<file path="config.mk">
export PLATFORM = sky130hd
export DESIGN_NAME = writeback_unit
export DESIGN_NICKNAME = d
export VERILOG_FILES = /design/src/rtl/writeback_unit.sv
export SDC_FILE = /design/constraint.sdc
export NUM_CORES = 1
export LEC_CHECK = 0
export CORE_ASPECT_RATIO = 1.1
export CORE_MARGIN = 2
export CORE_UTILIZATION = 35
export CTS_CLUSTER_SIZE = 16
export DETAILED_ROUTE_END_ITERATION = 10
export GPL_TIMING_DRIVEN = 0
export PLACE_DENSITY = 0.63
export RECOVER_POWER = 50
export SLEW_MARGIN = 20
export SYNTH_ARGS = -nofsm -noshare
export SYNTH_HDL_FRONTEND = slang
export SYNTH_SLANG_ARGS = --single-unit
</file>
<file path="constraint.sdc">
create_clock -name clk_i -period 2.85 [get_ports clk_i]
set_input_delay 0.57 -clock clk_i [delete_from_list [all_inputs] [get_ports clk_i]]
set_output_delay 0.57 -clock clk_i [all_outputs]
set_load 0.02 [all_outputs]
</file>
<file path="src/rtl/writeback_unit.sv">
// Retire stage: buffers execute/memory results in a small FIFO and writes back one per cycle.
// Retires to r15 turn into PC redirects. A per-register pending counter lets decode stall reads.
module writeback_unit #(
  parameter int DEPTH  = 4,
  parameter int DATA_W = 32,
  parameter int CNT_W  = 3
) (
  input  logic                     clk_i,
  input  logic                     reset_i,
  input  logic                     issue_valid_i,
  input  logic [3:0]               issue_addr_i,
  input  logic                     res_valid_i,
  output logic                     res_ready_o,
  input  logic [3:0]               res_addr_i,
  input  logic [DATA_W-1:0]        res_data_i,
  input  logic                     stall_i,
  output logic                     wr_en_o,
  output logic [3:0]               wr_addr_o,
  output logic [DATA_W-1:0]        data_o,
  output logic                     branch_o,
  output logic [DATA_W-1:0]        branch_target_o,
  input  logic [3:0]               r1_addr_i,
  input  logic [3:0]               r2_addr_i,
  output logic                     r1_busy_o,
  output logic                     r2_busy_o,
  output logic [$clog2(DEPTH):0]   count_o
);

  localparam int AW = $clog2(DEPTH);
  localparam logic [CNT_W-1:0] CNT_MAX = '1;
  localparam logic [3:0] PC_REG = 4'd15;

  logic [3:0]        addr_mem [DEPTH];
  logic [DATA_W-1:0] data_mem [DEPTH];
  logic [AW-1:0]     rd_ptr, wr_ptr;
  logic [CNT_W-1:0]  pending [16];

  logic              push, pop;
  logic [3:0]        head_addr;
  logic [DATA_W-1:0] head_data;

  // Saturating pending counter step; simultaneous inc and dec cancel.
  function automatic logic [CNT_W-1:0] pend_next(input logic [CNT_W-1:0] cur,
                                                 input logic inc, input logic dec);
    if (inc && !dec && cur != CNT_MAX) return cur + CNT_W'(1);
    if (dec && !inc && cur != '0)      return cur - CNT_W'(1);
    return cur;
  endfunction

  assign res_ready_o = !reset_i && (count_o != (AW+1)'(DEPTH));
  assign push        = res_valid_i && res_ready_o;
  assign pop         = (count_o != '0) && !stall_i;
  assign head_addr   = addr_mem[rd_ptr];
  assign head_data   = data_mem[rd_ptr];

  assign r1_busy_o = (r1_addr_i != PC_REG) && (pending[r1_addr_i] != '0);
  assign r2_busy_o = (r2_addr_i != PC_REG) && (pending[r2_addr_i] != '0);

  // Stage: FIFO storage (data only, no reset needed)
  always_ff @(posedge clk_i) begin
    if (push) begin
      addr_mem[wr_ptr] <= res_addr_i;
      data_mem[wr_ptr] <= res_data_i;
    end
  end

  // Stage: pointers, occupancy, scoreboard and registered retire outputs
  always_ff @(posedge clk_i) begin
    if (reset_i) begin
      rd_ptr          <= '0;
      wr_ptr          <= '0;
      count_o         <= '0;
      wr_en_o         <= 1'b0;
      wr_addr_o       <= '0;
      data_o          <= '0;
      branch_o        <= 1'b0;
      branch_target_o <= '0;
      for (int r = 0; r < 16; r++) pending[r] <= '0;
    end else begin
      if (push) wr_ptr <= wr_ptr + AW'(1);
      if (pop)  rd_ptr <= rd_ptr + AW'(1);
      if (push && !pop)      count_o <= count_o + 1'b1;
      else if (pop && !push) count_o <= count_o - 1'b1;

      wr_en_o  <= 1'b0;
      branch_o <= 1'b0;
      if (pop) begin
        if (head_addr == PC_REG) begin
          branch_o        <= 1'b1;
          branch_target_o <= {head_data[DATA_W-1:2], 2'b00};
        end else begin
          wr_en_o   <= 1'b1;
          wr_addr_o <= head_addr;
          data_o    <= head_data;
        end
      end

      // r15 is never tracked, so its counter stays at zero.
      for (int r = 0; r < 16; r++) begin
        pending[r] <= pend_next(pending[r],
                                (r != 15) && issue_valid_i && (issue_addr_i == 4'(r)),
                                (r != 15) && pop && (head_addr == 4'(r)));
      end
    end
  end

endmodule

</file>
==> results of run 1 <==
-- per-stage QoR --
stage                     instances  setup slack [ns]
after detailed placement       1455           -0.7389
after global placement         1451           -0.7689
after floorplan                 902           0.07634
after CTS                      1515         0.0001339
after global routing           1526           0.01058
final                          1527           0.08705
-- state kept, by name, indices dropped and copies added, names as in the netlist, named ones only --
signal and count:
wr_en_o 1, wr_addr_o 4, rd_ptr 2, count_o 3, data_o 32, data_mem 128
addr_mem 16, wr_ptr 2, pending 45, branch_target_o 30, branch_o 1
-- how the worst max path moves through the flow --
stage                  startpoint               to  slack, ns  cells after the start
finish                    reset_i      res_ready_o       0.09                      3
global route                 flop   pending[11][2]       0.01                      9
global placement          reset_i  data_mem[1][11]      -0.77                      3
CTS                  r2_addr_i[1]        r2_busy_o     0.0001                      5
floorplan              count_o[0]       count_o[2]       0.08                     10
detailed placement  issue_valid_i    pending[0][2]      -0.74                      8
-- power by group through the flow --
stage	clock network (mW)	logic [mW]	registers, mW
3_3_place_gp	0	2.81	4.66
5_1_grt	4.14	3.21	4.61
2_1_floorplan	0	1.60	4.85
4_1_cts	4.00	2.97	4.59
3_5_place_dp	0	2.86	4.67
6_report	3.90	2.94	4.58
-- cells in the final DEF, fill, tap and decap left out, types with 29 or more instances in the layout --
master	count
edfxtp_1	144
nand2_1	126
dfxtp_1	93
a21oi_1	89
dlygate4sd3_1	75
mux4_2	44
nor3_1	44
clkdlybuf4s50_1	42
nor2_1	34
clkbuf_1	34
clkbuf_16	29
-- synth_stat cells (all sizes together) (19+ instances only) --
library cell  count
nand3            28
buf              23
edfxtp          144
nor2             35
nand2           126
mux4             44
and3             19
inv              23
clkbuf           26
dfxtp           122
nor2b            22
a21oi           103
nor3             47
o21ai            21
-- metal layers --
metal | vias up | track usage | share of wire
li1 | 3650 | - | -
met1 | 3776 | 0.2053 | 0.42
met2 | 190 | 0.2856 | 0.49
met3 | 54 | 0.03275 | 0.060
met4 | 6 | 0.04959 | 0.023
met5 | - | 0 | 0.0012
-- worst reg2reg max path: stages (launching register included) --
cell	delay (ns)
dfxtp_1	0.32
buf_6	0.13
mux4_2	0.55
and2_0	0.17
buf_2	0.22
a31oi_4	0.23
inv_1	0.08
fa_1	0.38
mux2i_1	0.17
mux2_1	0.34
-- timing repair --
action	in CTS	in global routing
gates cloned	0	0
pin swaps	1	9
gates resized for setup	44	19
buffers inserted	7	9
endpoints found under the setup margin	17	20
-- final cells by class --
cell class | count | area share
multi-input combinational | 564 | 0.3025
timing repair buffer | 143 | 0.09850
sequential | 266 | 0.4713
buffer | 49 | 0.01610
clock buffer | 40 | 0.05444
inverter | 23 | 0.005972
clock inverter | 13 | 0.01376
tap | 426 | 0.03687
antenna | 3 | 0.0005193
-- cells by family (layout without fill, tap and decap cells) --
logic type | count (synthesis) | in the layout | share of synthesized area
other | 1 | 5 | 0.0003300
muxes | 78 | 78 | 0.1189
adders and majority gates | 21 | 21 | 0.03370
xor gates and xnor gates | 5 | 5 | 0.003855
and+or+nand+nor | 312 | 312 | 0.1451
buffers and inverters | 72 | 268 | 0.02786
AOI/OAI and AO/OA | 146 | 146 | 0.07466
DFF | 266 | 266 | 0.5955
==> key figures, run 1 <==
Synth
  – Synth warnings: 0
  – Top cell type's share of synthesized area: 0.3806
  – Most used DFF post-synth: edfxtp_1
  – Post-Syn Area: 11360 um2
  – Post-synth cell types: 53
  – Post-Syn Area per Cell: 12.61 um2
  – Ys async rst share: 0
  – Post-synthesis sequential area ratio: 0.5955
  – EDFF count, synth: 144
  – Ranking of synthesized cells by area: edfxtp_1, dfxtp_1, mux4_2, nand2_1, a21oi_1
  – Mapped Cells: ~900
  – Largest area contributor in the netlist: edfxtp_1
  – Number of synthesized register bits: 266

Worst setup path
  – Critical Path RT: 2.28 ns
  – Cell chain of the critical path: clkdlybuf4s50_1 -> a21oi_1 -> clkdlybuf4s50_1
  – CP most frequent cell: clkdlybuf4s50_1
  – Crit path max fanout: 6
  – Reg2reg setup slack: between 0.1 and 0.15 ns
  – Arrival time worst endpoint: approximately 2.2 ns
  – CP max stage delay: approximately 0.69 ns
  – Setup crit start kind: input pin
  – CP max stage cell: clkdlybuf4s50_1
  – Crit Path Class: input pin to output port
  – Buf/Inv on CP: 2
  – CP delay by family, top: buffers and inverters
  – R2r endpoint: pending[11][2]
  – R2r worst-path depth: 9
  – Crit end category: output port

Worst hold path
  – Hold depth: 2
  – Hold endpoint: branch_target_o[18]
  – Worst Hold Class: flop to flop
  – Min-delay src: branch_target_o[18]

Clock tree
  – Deepest clock path buffer count: 3
  – Clk sinks: 266
  – CTS Hold Buffers Added: 0
  – CTS tree: done
  – H-tree Lvls: 1
  – Num CTS Buffers: 29
  – CTS root buf: clkbuf_16
  – Clock slew at reported path FFs: ~0.060 ns
  – Worst-Skew Late Latency: roughly 0.54 ns

Route
  – DRC errors left: 0
  – Vias: 7676
  – Detail Route Antenna Nets: 0
  – 1st-iter DRT viols: 443
  – Routed length per instance: about 18 um
  – Drt via density: between 5 and 6
  – TritonRoute pass-1 iters: 5
  – DRT Wirelength: ~28 mm

Timing
  – Fin. Hold Viols: 0
  – Final setup violation count: 0
  – Clock skew: approximately 0.012 ns
  – Min cycle time layout: 2.763 ns
  – Worst slew pin tran: 1.047 ns
  – Setup TNS: 0 ns
  – Max Slew Vio Count: 0
  – Slew HR: 0.3018
  – Fmax: 0.3619 GHz
  – WHS: about 0.45 ns
  – Period utilisation layout: 0.9695
  – RSZ-0062 raised after global routing: false

Place
  – Post-DP Area: 13220 um2
  – Routability-driven placement congestion ratio: 0.8080
  – # port buffers: 123
  – DP Wirelength: 19.29 mm

Die
  – Initial Util: 0.3538
  – FP Rows: a little under 70
  – Core area: 32120 um2
  – Die area: 33920 um2
  – IO Count: between 100 and 150
  – Die height: 193.0 um
  – Die Width: 175.8 um

Power
  – Leak pwr: 4.920 nW
  – Internal power: 8.012 mW
  – Net Sw Frac: 0.2986
  – Tot Pwr: about 11 mW
  – Clock network power share: 0.342
  – Power share of the sequential group: 0.401
  – Psw: 3.410 mW
  – VDD IR max: 0.0004832 V
  – P per Cell Area: 790.2 nW/um2
  – Comb pwr share: 0.257

Finish
  – Nets: 1150
  – Area grow syn2layout: 27.22%
  – Final Cell Area: 14460 um2
  – Register area: 6813 um2
  – Fill count: ~2900
  – Post-Route Utilization: 0.4501
  – Area of the multi-input gates: about 4400 um2
  – Share of layout cells above drive strength 1: 0.1776

Global route
  – Grt ovf: 0
  – Initial antenna violation count: 6
  – First-pass GRT wire length: 42.73 mm
  – Vias in the first global route: ~7500
  – Pin count of the biggest net entering global routing: 23
  – GRT Total Usage: 0.1633

Job
  – MaxCap Viol Count: 0

Run status
  – Status: finished clean
Note: power is estimated with default switching activity, not from simulation.
==> inputs of run 2 (changes only) <==
--- a/config.mk
+++ b/config.mk
@@ -7,11 +7,11 @@
 export LEC_CHECK = 0
 export CORE_ASPECT_RATIO = 1.1
 export CORE_MARGIN = 2
-export CORE_UTILIZATION = 35
+export CORE_UTILIZATION = 51
 export CTS_CLUSTER_SIZE = 16
 export DETAILED_ROUTE_END_ITERATION = 10
 export GPL_TIMING_DRIVEN = 0
-export PLACE_DENSITY = 0.63
+export PLACE_DENSITY = 0.83
 export RECOVER_POWER = 50
 export SLEW_MARGIN = 20
 export SYNTH_ARGS = -nofsm -noshare
==> run 2 against run 1 <==
- worst setup slack worse by 0.055 ns
- routed wire length increased by 3.3%
- core utilization grew 20 points
- critical path type is now flop to output port
- count of clock-buffer cells in the layout shrank 2
- largest power group unchanged
- sequential share of layout area is 0.43 points higher
- flip-flop and latch count stayed put
- power decreased by 1.8%
- non-clock buffer count rose by 12
- clock skew is 0.014 ns higher
==> key figures, run 2 (synthesized netlist as in run 1, its figures left out) <==
Run status
  – Status: finished clean (unchanged)

Die
  – Die height: 160.5 um (was 193.0 um)
  – Initial Util: 0.5173 (was 0.3538)
  – IO Count: 129 (unchanged)
  – FP Rows: 57 (was 69)
  – Die Width: 146.3 um (was 175.8 um)
  – Core area: 21970 um2 (was 32120 um2)
  – Die area: 23490 um2 (was 33920 um2)

Place
  – DP Wirelength: 18.52 mm (was 19.29 mm)
  – # port buffers: 123 (unchanged)
  – Routability-driven placement congestion ratio: 0.8915 (was 0.8080)
  – Dpl ws: -0.7398 ns (was -0.7389 ns)
  – Placed cells: 1324 (was 1455)
  – Post-DP Area: 13080 um2 (was 13220 um2)

Timing
  – Worst slew pin tran: 1.030 ns (was 1.047 ns)
  – Fmax: 0.3549 GHz (was 0.3619 GHz)
  – Max Slew Vio Count: 0 (unchanged)
  – RSZ-0062 raised after global routing: true (was false)
  – WHS: 0.4557 ns (was 0.4500 ns)
  – Period utilisation layout: 0.9887 (was 0.9695)
  – Setup WS post-layout: 0.03233 ns (was 0.08705 ns)
  – Slew HR: 0.3133 (was 0.3018)
  – Fin. Hold Viols: 0 (unchanged)
  – Clock skew: 0.02631 ns (was 0.01205 ns)
  – Min cycle time layout: 2.818 ns (was 2.763 ns)
  – Final setup violation count: 0 (unchanged)

Worst setup path
  – Crit path max fanout: 5 (was 6)
  – Crit end category: output port (unchanged)
  – R2r endpoint: pending[3][2] (was pending[11][2])
  – Arrival time worst endpoint: 2.25 ns (was 2.19 ns)
  – R2r worst-path depth: 9 (unchanged)
  – Crit Path Class: flop to output port (was input pin to output port)
  – Critical Path RT: 2.28 ns (about the same)
  – Reg2reg setup slack: 0.08 ns (was 0.12 ns)
  – Setup crit start kind: flop (was input pin)

Route
  – Vias: 8172 (was 7676)
  – DRT Wirelength: 28.84 mm (was 27.91 mm)
  – Drt via density: 5.816 (was 5.027)
  – DRC errors left: 0 (unchanged)
  – Routed length per instance: 20.53 um (was 18.28 um)
  – 1st-iter DRT viols: 649 (was 443)
  – Detail Route Antenna Nets: 0 (unchanged)
  – TritonRoute pass-1 iters: 5 (unchanged)

Clock tree
  – Deepest clock path buffer count: 3 (unchanged)
  – Worst-Skew Late Latency: 0.53 ns (was 0.54 ns)
  – CTS tree: done (unchanged)
  – H-tree Lvls: 1 (unchanged)
  – Clk sinks: 266 (unchanged)
  – Num CTS Buffers: 27 (was 29)
  – CTS root buf: clkbuf_16 (unchanged)
  – Clock slew at reported path FFs: 0.07 ns (was 0.06 ns)

Finish
  – Top reg by flops: data_mem (unchanged)
  – Share of layout cells above drive strength 1: 0.1944 (was 0.1776)
  – Final Cell Area: 14350 um2 (was 14460 um2)
  – Fill count: 1573 (was 2948)
  – Area of the multi-input gates: 4389 um2 (was 4373 um2)
  – Commonest cells after routing, fill and taps aside: edfxtp_1, nand2_1, dfxtp_1 (unchanged)
  – Area grow syn2layout: 26.33% (was 27.22%)
  – Largest regs: data_mem: 128 flops, pending: 45 flops, data_o: 32 flops (unchanged)
  – Register area: 6827 um2 (was 6813 um2)
  – Nets: 1160 (was 1150)
  – Commonest non-fill, non-tap cell in the layout: edfxtp_1 (unchanged)
  – Post-Route Utilization: 0.6535 (was 0.4501)
  – Non-Filler Instances: 1405 (was 1527)
  – Largest register FFs: 128 (unchanged)

Global route
  – GR Util met2: 0.4065 (was 0.2856)
  – Grt ovf: 0 (unchanged)
  – GR Layer Usage met1: 0.2906 (was 0.2053)
  – GRT Total Usage: 0.2337 (was 0.1633)
  – Met3 Use GR: 0.04432 (was 0.03275)
  – Vias in the first global route: 8032 (was 7534)
  – First-pass GRT wire length: 43.17 mm (was 42.73 mm)
  – Busiest grt layer: met2 (unchanged)
  – Initial antenna violation count: 4 (was 6)
  – Pin count of the biggest net entering global routing: 22 (was 23)

Worst hold path
  – Worst Hold Class: flop to flop (unchanged)
  – Min-delay src: branch_target_o[29] (was branch_target_o[18])
  – Hold endpoint: branch_target_o[29] (was branch_target_o[18])
  – Hold depth: 2 (unchanged)

Power
  – P per Cell Area: 781.7 nW/um2 (was 790.2 nW/um2)
  – VDD IR max: 0.0007244 V (was 0.0004832 V)
  – Leak pwr: 4.826 nW (was 4.920 nW)

Job
  – MaxCap Viol Count: 0 (unchanged)
run 2: final cells by class:
type / count / area share
Buffer: 49 / 0.01647
Clock buffer: 38 / 0.05352
Antenna cell: 4 / 0.0006973
Timing Repair Buffer: 155 / 0.1090
Clock inverter: 11 / 0.007235
Inverter: 23 / 0.006015
Sequential cell: 266 / 0.4756
Multi-Input combinational cell: 564 / 0.3058
Tap cell: 295 / 0.02571
run 2: worst max path at each step:
stage	depth (start not counted)	from	slack (ns)	end
after CTS	9	flop	-0.04	pending[7][2]
after detailed placement	8	issue_valid_i	-0.74	pending[0][2]
after floorplan	10	count_o[0]	0.08	count_o[2]
final	5	pending[2][0]	0.03	r1_busy_o
after global placement	3	reset_i	-0.69	data_mem[3][7]
after global routing	9	flop	-0.02	pending[4][2]
run 2: metal layers:
layer  wire length [um]  vias up  share of wire
li1                   -     3673              -
met1              11210     4067           0.39
met2              14530      354           0.50
met3               2029       78          0.070
met4               1078        0          0.037
met5                  0        -              0
run 2: timing repair:
action	CTS	global route
endpoints found under the hold margin	0	0
endpoints found under the setup margin	18	22
gates resized for setup	35	39
buffers inserted	8	20
pin swaps	4	11
hold buffers	0	0
run 2: worst max-delay path: stages (launching register included):
cell and delay [ns]:
dfxtp_4 0.37, nor3_1 0.09, mux4_2 0.48, mux4_2 0.46
inv_1 0.06, clkdlybuf4s15_2 0.25
run 2: per-stage QoR:
step / setup TNS [ns] / power [mW]
floorplan: 0 / 6.446
global placement: -105.67 / 7.388
finish: 0 / 11.22
detailed placement: -15.26 / 7.495
CTS: -0.1024 / 11.07
global route: -0.05938 / 11.64
run 2: report_power, final:
group	switching, mW	internal [mW]	leakage (nW)	total, mW
Clock	1.46	1.98	0.422	3.45
Sequential	0.206	4.38	2.31	4.59
Combinational	1.80	1.39	2.09	3.18
==> inputs of run 3 (changes only) <==
--- a/config.mk
+++ b/config.mk
@@ -10,7 +10,6 @@
 export CORE_UTILIZATION = 51
 export CTS_CLUSTER_SIZE = 16
 export DETAILED_ROUTE_END_ITERATION = 10
-export GPL_TIMING_DRIVEN = 0
 export PLACE_DENSITY = 0.83
 export RECOVER_POWER = 50
 export SLEW_MARGIN = 20
==> run 3 against run 2 <==
- clock power about the same
- flip-flop and latch count unchanged
- count of clock-buffer cells in the layout decreased by 1
- fmax increased by 3.1%
==> key figures, run 3 (synthesized netlist as in run 1, its figures left out) <==
Run status
  – Status: finished clean (unchanged)

Clock tree
  – CTS tree: done (unchanged)
  – Worst-Skew Late Latency: 0.52 ns (was 0.53 ns)
  – Num CTS Buffers: 26 (was 27)
  – Clock slew at reported path FFs: 0.06 ns (was 0.07 ns)
  – CTS root buf: clkbuf_16 (unchanged)
  – Clk sinks: 266 (unchanged)
  – CTS Hold Buffers Added: 0 (unchanged)
  – Deepest clock path buffer count: 3 (unchanged)
  – H-tree Lvls: 1 (unchanged)

Die
  – Initial Util: 0.5173 (unchanged)
  – IO Count: 129 (unchanged)
  – Die height: 160.5 um (unchanged)
  – Die Width: 146.3 um (unchanged)
  – FP Rows: 57 (unchanged)
  – Core area: 21970 um2 (unchanged)
  – Die area: 23490 um2 (unchanged)

Timing
  – Min cycle time layout: 2.733 ns (was 2.818 ns)
  – Fmax: 0.3659 GHz (was 0.3549 GHz)
  – Fin. Hold Viols: 0 (unchanged)
  – WHS: 0.4531 ns (was 0.4557 ns)
  – RSZ-0062 raised after global routing: false (was true)
  – Clock skew: 0.01466 ns (was 0.02631 ns)
  – Slew HR: 0.2746 (was 0.3133)
  – Max Slew Vio Count: 0 (unchanged)
  – Worst slew pin tran: 1.088 ns (was 1.030 ns)
  – Final setup violation count: 0 (unchanged)
  – Period utilisation layout: 0.9588 (was 0.9887)

Finish
  – Final Cell Area: 14130 um2 (was 14350 um2)
  – Area grow syn2layout: 24.40% (was 26.33%)
  – Non-Filler Instances: 1380 (was 1405)
  – Nets: 1135 (was 1160)
  – Largest regs: data_mem: 128 flops, pending: 45 flops, data_o: 32 flops (unchanged)
  – Share of layout cells above drive strength 1: 0.1963 (was 0.1944)
  – Commonest non-fill, non-tap cell in the layout: edfxtp_1 (unchanged)
  – Top reg by flops: data_mem (unchanged)
  – Commonest cells after routing, fill and taps aside: edfxtp_1, nand2_1, a21oi_1 (was edfxtp_1, nand2_1, dfxtp_1)
  – Largest register FFs: 128 (unchanged)

Worst setup path
  – Crit Path Class: input pin to output port (was flop to output port)
  – Critical Path RT: 2.28 ns (about the same)
  – Setup crit start kind: input pin (was flop)
  – Crit path max fanout: 5 (unchanged)
  – Crit end category: output port (unchanged)
  – Arrival time worst endpoint: 2.16 ns (was 2.25 ns)

Route
  – Drt via density: 5.570 (was 5.816)
  – Detail Route Antenna Nets: 0 (unchanged)
  – DRC errors left: 0 (unchanged)
  – Vias: 7687 (was 8172)
  – DRT Wirelength: 24.50 mm (was 28.84 mm)
  – TritonRoute pass-1 iters: 5 (unchanged)
  – Routed length per instance: 17.76 um (was 20.53 um)
  – 1st-iter DRT viols: 400 (was 649)

Global route
  – Grt ovf: 0 (unchanged)
  – Vias in the first global route: 7753 (was 8032)
  – Initial antenna violation count: 6 (was 4)
  – GRT Total Usage: 0.2077 (was 0.2337)
  – First-pass GRT wire length: 39.23 mm (was 43.17 mm)
  – Pin count of the biggest net entering global routing: 74 (was 22)

Power
  – VDD IR max: 0.0006731 V (was 0.0007244 V)
  – Leak pwr: 4.884 nW (was 4.826 nW)
  – P per Cell Area: 768.6 nW/um2 (was 781.7 nW/um2)

Place
  – Routability-driven placement congestion ratio: 0.8212 (was 0.8915)
  – Placed cells: 1326 (was 1324)
  – Post-DP Area: 13210 um2 (was 13080 um2)
  – # port buffers: 126 (was 123)
  – DP Wirelength: 16.55 mm (was 18.52 mm)

Job
  – MaxCap Viol Count: 0 (unchanged)

Worst hold path
  – Worst Hold Class: flop to flop (unchanged)
==> run 3: changes by cell type in the layout (fill, tap and decap cells not counted), moves of 6 or more <==
cell | previous run | this run
clkdlybuf4s50_1 | 81 | 55
buf_1 | 6 | 0
buf_4 | 29 | 46
clkbuf_1 | 32 | 9
dlygate4sd3_1 | 36 | 65
a21oi_2 | 6 | 12
buf_2 | 12 | 2
a21oi_4 | 8 | 0
==> run 3: metrics by stage <==
step	power, mW	worst slack, ns	utilization	setup TNS [ns]
2_1_floorplan	6.446	0.07634	-	0
3_3_place_gp	7.436	-0.5237	0.6014	-1.047
3_5_place_dp	7.511	-0.5371	0.6014	-1.069
4_1_cts	10.99	0.0001945	0.6422	0
5_1_grt	11.32	0.0004787	0.6431	0
6_report	10.86	0.1174	0.6435	0
==> run 3: area by class of cell <==
class / instances / area [um2]
fillers: 1626 / 7831
flip-flops and latches: 266 / 6820
multi-input cells: 564 / 4305
repair buffers: 180 / 1677
clock buffers: 37 / 734.5
well taps: 295 / 369.1
clock inverters: 10 / 130.1
inverters: 23 / 86.33
diodes: 5 / 12.51
==> run 3: power breakdown <==
part / total [mW] / internal [mW] / switching [mW]
clock network: 3.46 / 2.06 / 1.39
registers: 4.60 / 4.39 / 0.213
logic: 2.80 / 1.22 / 1.59
==> run 3: path summary, 6_finish.rpt <==
kind	start	to	slack, ns	cells past startpoint
max	r2_addr_i[1]	r2_busy_o	0.12	5
min	branch_target_o[19]	branch_target_o[19]	0.45	2
max reg2reg	flop	pending[9][2]	0.16	7
min reg2reg	branch_target_o[19]	branch_target_o[19]	0.45	2
==> run 3: worst max-delay path, stage by stage <==
cell             delay (ns)
clkdlybuf4s50_1        0.59
mux4_2                 0.32
mux4_2                 0.46
inv_1                  0.06
buf_2                  0.15
==> run 3: per-layer routing <==
metal | vias up | track usage | routed length (um)
met1 | 3777 | 0.2540 | 9613
met5 | - | 0 | 13
li1 | 3620 | - | -
met2 | 244 | 0.3731 | 12540
met4 | 2 | 0.05649 | 513
met3 | 44 | 0.04602 | 1824
==> run 3: timing repair <==
item	4_1_cts	5_1_grt
resized for setup	29	23
hold endpoints to repair	0	0
pin swaps	0	1
endpoints found under the setup margin	2	10
setup buffers	0	2
